===== config.mk =====
export PLATFORM = sky130hd
export DESIGN_NAME = serial_tx_scheduler
export DESIGN_NICKNAME = d
export VERILOG_FILES = /design/src/rtl/serial_tx_sched_pkg.sv /design/src/rtl/serial_tx_scheduler_rr_arbiter.sv /design/src/rtl/serial_tx_scheduler.sv
export SDC_FILE = /design/constraint.sdc
export NUM_CORES = 1
export LEC_CHECK = 0
export CAP_MARGIN = 20
export CORE_MARGIN = 5
export CORE_UTILIZATION = 45
export DETAILED_ROUTE_END_ITERATION = 7
export PLACE_DENSITY_LB_ADDON = 0.15
export RECOVER_POWER = 25
export SYNTH_ARGS = -nofsm -noshare
export SYNTH_HDL_FRONTEND = slang
export SYNTH_SLANG_ARGS = --single-unit

===== constraint.sdc =====
create_clock -name clk -period 6.1 [get_ports clk]
set_input_delay 1.525 -clock clk [delete_from_list [all_inputs] [get_ports clk]]
set_output_delay 1.525 -clock clk [all_outputs]
set_load 0.02 [all_outputs]

===== src/rtl/serial_tx_sched_pkg.sv =====
// Shared width helpers and index type for the serial TX scheduler.
// Optional feature macro used by the top level: SERIAL_TX_SCHED_GAP_EN.
package serial_tx_sched_pkg;

    // Requester index width, never narrower than one bit.
    function automatic int idx_width(input int n);
        return (n < 2) ? 1 : $clog2(n);
    endfunction

    // Shift counter width, wide enough to hold the word width itself.
    function automatic int cnt_width(input int w);
        return $clog2(w + 1);
    endfunction

    localparam int DEF_N_REQ = 4;
    localparam int DEF_IDX_W = idx_width(DEF_N_REQ);

    typedef logic [DEF_IDX_W-1:0] req_idx_t;

endpackage


===== src/rtl/serial_tx_scheduler_rr_arbiter.sv =====
// Combinational round-robin arbiter: first set request after 'last', with wrap.
module rr_arbiter
    import serial_tx_sched_pkg::*;
#(
    parameter int n_req = 4
) (
    input  logic [n_req-1:0]            req,
    input  logic [idx_width(n_req)-1:0] last,
    output logic [n_req-1:0]            grant,
    output logic [idx_width(n_req)-1:0] grant_idx,
    output logic                        any
);

    localparam int IW = idx_width(n_req);

    always_comb begin
        logic [IW-1:0] idx;
        grant     = '0;
        grant_idx = '0;
        any       = 1'b0;
        idx       = '0;
        // k = n_req revisits 'last' itself, so it is searched at lowest priority.
        for (int k = 1; k <= n_req; k++) begin
            idx = IW'((int'(last) + k) % n_req);
            if (!any && req[idx]) begin
                any        = 1'b1;
                grant[idx] = 1'b1;
                grant_idx  = idx;
            end
        end
    end

endmodule


===== src/rtl/serial_tx_scheduler.sv =====
// Round-robin word scheduler feeding a shared parallel-to-serial serializer.
// Define SERIAL_TX_SCHED_GAP_EN to insert one idle line cycle between words.
module serial_tx_scheduler
    import serial_tx_sched_pkg::*;
#(
    parameter int width = 8,
    parameter int n_req = 4
) (
    input  logic                     clk,
    input  logic                     rst,
    input  logic [n_req-1:0]         req_valid,
    input  logic [n_req*width-1:0]   req_data,
    output logic [n_req-1:0]         req_ready,
    output logic                     ser_parallel_valid,
    output logic [width-1:0]         ser_parallel_data,
    input  logic                     ser_busy,
    output logic [$clog2(n_req)-1:0] ser_src,
    output logic                     ser_active,
    output logic                     idle,
    output logic                     protocol_err
);

    localparam int IW = idx_width(n_req);
    localparam int CW = cnt_width(width);
`ifdef SERIAL_TX_SCHED_GAP_EN
    localparam logic [CW-1:0] CNT_LOAD = CW'(width);
`else
    localparam logic [CW-1:0] CNT_LOAD = CW'(width - 1);
`endif

    logic [width-1:0] words [n_req];

    for (genvar gi = 0; gi < n_req; gi++) begin : g_words
        assign words[gi] = req_data[gi*width +: width];
    end

    logic             hold_valid_q, hold_valid_d;
    logic [width-1:0] hold_data_q,  hold_data_d;
    logic [IW-1:0]    hold_src_q,   hold_src_d;
    logic [IW-1:0]    cur_src_q,    cur_src_d;
    logic [IW-1:0]    last_q,       last_d;
    logic [CW-1:0]    cnt_q,        cnt_d;
    logic             err_q,        err_d;

    logic [n_req-1:0] grant;
    logic [IW-1:0]    grant_idx;
    logic             any;
    logic             accept;
    logic             issue;

    rr_arbiter #(.n_req(n_req)) u_arb (
        .req       (req_valid),
        .last      (last_q),
        .grant     (grant),
        .grant_idx (grant_idx),
        .any       (any)
    );

    always_comb begin
        accept       = !hold_valid_q && any && !rst;
        issue        = hold_valid_q && (cnt_q == '0);
        hold_valid_d = hold_valid_q;
        hold_data_d  = hold_data_q;
        hold_src_d   = hold_src_q;
        cur_src_d    = cur_src_q;
        last_d       = last_q;
        cnt_d        = cnt_q;
        err_d        = err_q | (issue & ser_busy);

        // Accept and issue are mutually exclusive: they need opposite hold_valid.
        if (accept) begin
            hold_valid_d = 1'b1;
            hold_data_d  = words[grant_idx];
            hold_src_d   = grant_idx;
            last_d       = grant_idx;
        end
        if (issue) begin
            hold_valid_d = 1'b0;
            cnt_d        = CNT_LOAD;
            cur_src_d    = hold_src_q;
        end else if (cnt_q != '0) begin
            cnt_d = cnt_q - 1'b1;
        end
    end

    always_ff @(posedge clk) begin
        if (rst) begin
            hold_valid_q <= 1'b0;
            hold_data_q  <= '0;
            hold_src_q   <= '0;
            cur_src_q    <= '0;
            last_q       <= IW'(n_req - 1);
            cnt_q        <= '0;
            err_q        <= 1'b0;
        end else begin
            hold_valid_q <= hold_valid_d;
            hold_data_q  <= hold_data_d;
            hold_src_q   <= hold_src_d;
            cur_src_q    <= cur_src_d;
            last_q       <= last_d;
            cnt_q        <= cnt_d;
            err_q        <= err_d;
        end
    end

    assign req_ready          = accept ? grant : '0;
    assign ser_parallel_valid = issue;
    assign ser_parallel_data  = hold_data_q;
    assign ser_src            = issue ? hold_src_q : cur_src_q;
`ifdef SERIAL_TX_SCHED_GAP_EN
    // cnt==1 is the gap cycle: the line is quiet but the scheduler is not idle.
    assign ser_active         = issue || (cnt_q > CW'(1));
`else
    assign ser_active         = issue || (cnt_q != '0);
`endif
    assign idle               = !hold_valid_q && (cnt_q == '0);
    assign protocol_err       = err_q;

endmodule

==> results.ini <==
[status]
status=finished clean

[placement]
post-dp-hpwl_um=3210
io_buffer_count=56
postPlaceCellArea_mm2=0.00212
dp_cells=269
globalplace.congestion=0.839

[synthesis]
synthArstFlopShare_pct=0
synthAdderAreaFrac_pct=7.21
synth_edf_count=0
yosys.area_share.simple_pct=19.2
synth_ff_type=dfxtp_1
yosys_warnings=0
ys_types=44
netlist_area_mm2=0.00156
yosysSeqAreaShare_pct=25.6
synth_area_per_cell_um2=8.72
synth-xor-area-share_pct=0.561
synth_top_family_by_area=compound AO/OA/AOI/OAI gates
synth_nets=227
synth-compound-area-share_pct=31.5
ys_ff_latch=20
synthMuxAreaShare_pct=9.21
synthCells=179

[cts]
clk_path_buf_depth=2
cts_resized=0
holdBufCountCts=0
clk_latency_ps=300
htreeDepth=1
clkSlewWorstSetupHoldPaths_ps=120
cts_made_buffers=3
cts_tree=done
cts_root_buf=clkbuf_4
post_cts_buffers=0
cts.sinks=20

[drt]
wl_um=4130
drt_iter0_drc=50
avgViaCountPerCell=5.63
first_pass_iters=4
num_vias=1538
antenna_left=0
drt-wirelength-per-cell_um=15.1
drc_errors=0

[global_routing]
grt.met3_usage_pct=1.78
grtUsageMet1_pct=24.0
overflow=0
gr-usage-all-layers_pct=18.0
grt_use_met2_pct=29.9
first_global_vias=1485
grt_max_degree=22
antenna_found_initial=0
top_usage_layer=met2
grt_pass1_wl_um=6570

[layout]
finalNonFillerCells=273
diodes=0
nets=276
final_common_cell=clkdlybuf4s50_1
drive_gt1_share_pct=7.93
area_growth_pct=38.9
mostFrequentLayoutCells=clkdlybuf4s50_1, dfxtp_1, nor2_1, a211oi_1, a21boi_0
multi_input_area_mm2=0.00106
seq_area_um2=400
final_util_pct=65.0
finish.instance_area_mm2=0.00217
fillers=283

[critical_path]
rrSetupSlack_ps=2150
crit_path_max_fanout=13
cp-end-kind=primary output
cp_common_cell=clkdlybuf4s50_1
critPathMaxStageDelay_ps=650
crit_slowest_cell=mux4_2
critPathBufInv=2
crit_required_ps=4580
critPathArrivalTime_ps=4240
crit_type=in2out
cp_cell_sequence=clkdlybuf4s50_1 -> mux4_2 -> nor4_1 -> or3_1 -> nor2_1 -> clkdlybuf4s50_1
cpLargestDelayFamily=buffers and inverters
worstSetupStartpointType=primary input

[pwr]
p_seq_share_pct=20.5
peakVddDrop_v=0.000221
powerDensity_mw_per_mm2=510
clock_power_share_pct=9.8
p_sw_uw=526
swShare_pct=47.5
combPwrFrac_pct=69.6
p_int_uw=582
leakagePower_nw=0.827

[die]
io_pins=57
core.rowCount=21
die_area_mm2=0.00475
die_h_um=68.9
dieWidth_um=68.9
core_mm2=0.00334
start_util_pct=46.8

[run]
cap_violations=0

[sta]
worst_pin_slew_ps=799
clock_skew_ps=2.45
rsz0062_at_grt=false
max_freq_ghz=0.173
drv_slew=0
finalCriticalPeriod_ps=5770
hold_viol_final=0
finalSetupTns_ps=0
maxSlewHeadroom_pct=46.7
finalSetupViolCount=0
fin_crit_sh_pct=94.6

[hold_path]
min_path_type=reg2reg

cells in the mapped netlist (5+ instances only):
cell type	count	area [µm²]
o31ai_1	7	52.6
buf_2	5	25.0
a21boi_0	14	105
nor3_1	6	30.0
clkbuf_1	7	26.3
nand3b_1	7	52.6
nor2_1	18	67.6
inv_1	8	30.0
ha_1	9	113
a211oi_1	17	128
dfxtp_1	20	400
cell type report:
type | count | share of cell area, %
clock buffer | 3 | 1.04
clock inverter | 1 | 1.38
inverter | 8 | 1.38
multi-input combinational | 137 | 48.7
sequential | 20 | 18.5
tap | 46 | 2.65
timing repair buffer | 58 | 26.4
worst min-delay path: stages (launching register included):
cell and delay, ps:
dfxtp_1 330, nand2_1 50, a21oi_1 60
kinds of logic (layout without fill, tap and decap cells):
logic type,after synthesis,in the layout
buf+inv,22,70
xor+xnor,1,1
simple gates,54,54
mux,9,9
flops,20,20
compound gates,64,64
fa+ha+maj,9,9
metrics by stage:
step / worst slack, ps / total power [mW] / hold slack [ps]
finish: 331 / 1.11 / 474
global route: 176 / 1.21 / 499
CTS: 356 / 1.11 / 475
detailed placement: 349 / 1.00 / 456
global placement: 467 / 0.980 / 442
floorplan: 1450 / 0.810 / 428
per-layer routing:
layer / routed length, µm / share of wire [%]
met1: 1950 / 47
met4: 70 / 1.7
met2: 1920 / 47
met3: 183 / 4.4
met5: 0 / 0
final timing paths:
check                                       endpoint          start  depth (start not counted)
worst max-delay path                    req_ready[2]   req_valid[2]                          6
worst min register to register         hold_src_q[0]  hold_src_q[0]                          2
worst max register to register  ser_parallel_data[7]      last_q[0]                          7
worst min-delay path                   hold_src_q[0]  hold_src_q[0]                          2
state kept, by name (all words and copies together), names as in the netlist:
name               cells
hold_valid_q           1
hold_src_q             2
cur_src_q              2
cnt_q                  4
ser_parallel_data      8
last_q                 2
protocol_err           1
power groups by stage:
stage               Sequential, mW  Clock, mW  Combinational [mW]
CTS                          0.228      0.109               0.776
finish                       0.227      0.109               0.771
global route                 0.237      0.115               0.855
global placement             0.228          0               0.752
detailed placement           0.231          0               0.770
floorplan                    0.237          0               0.572
Power figures use the tool's default switching activity.
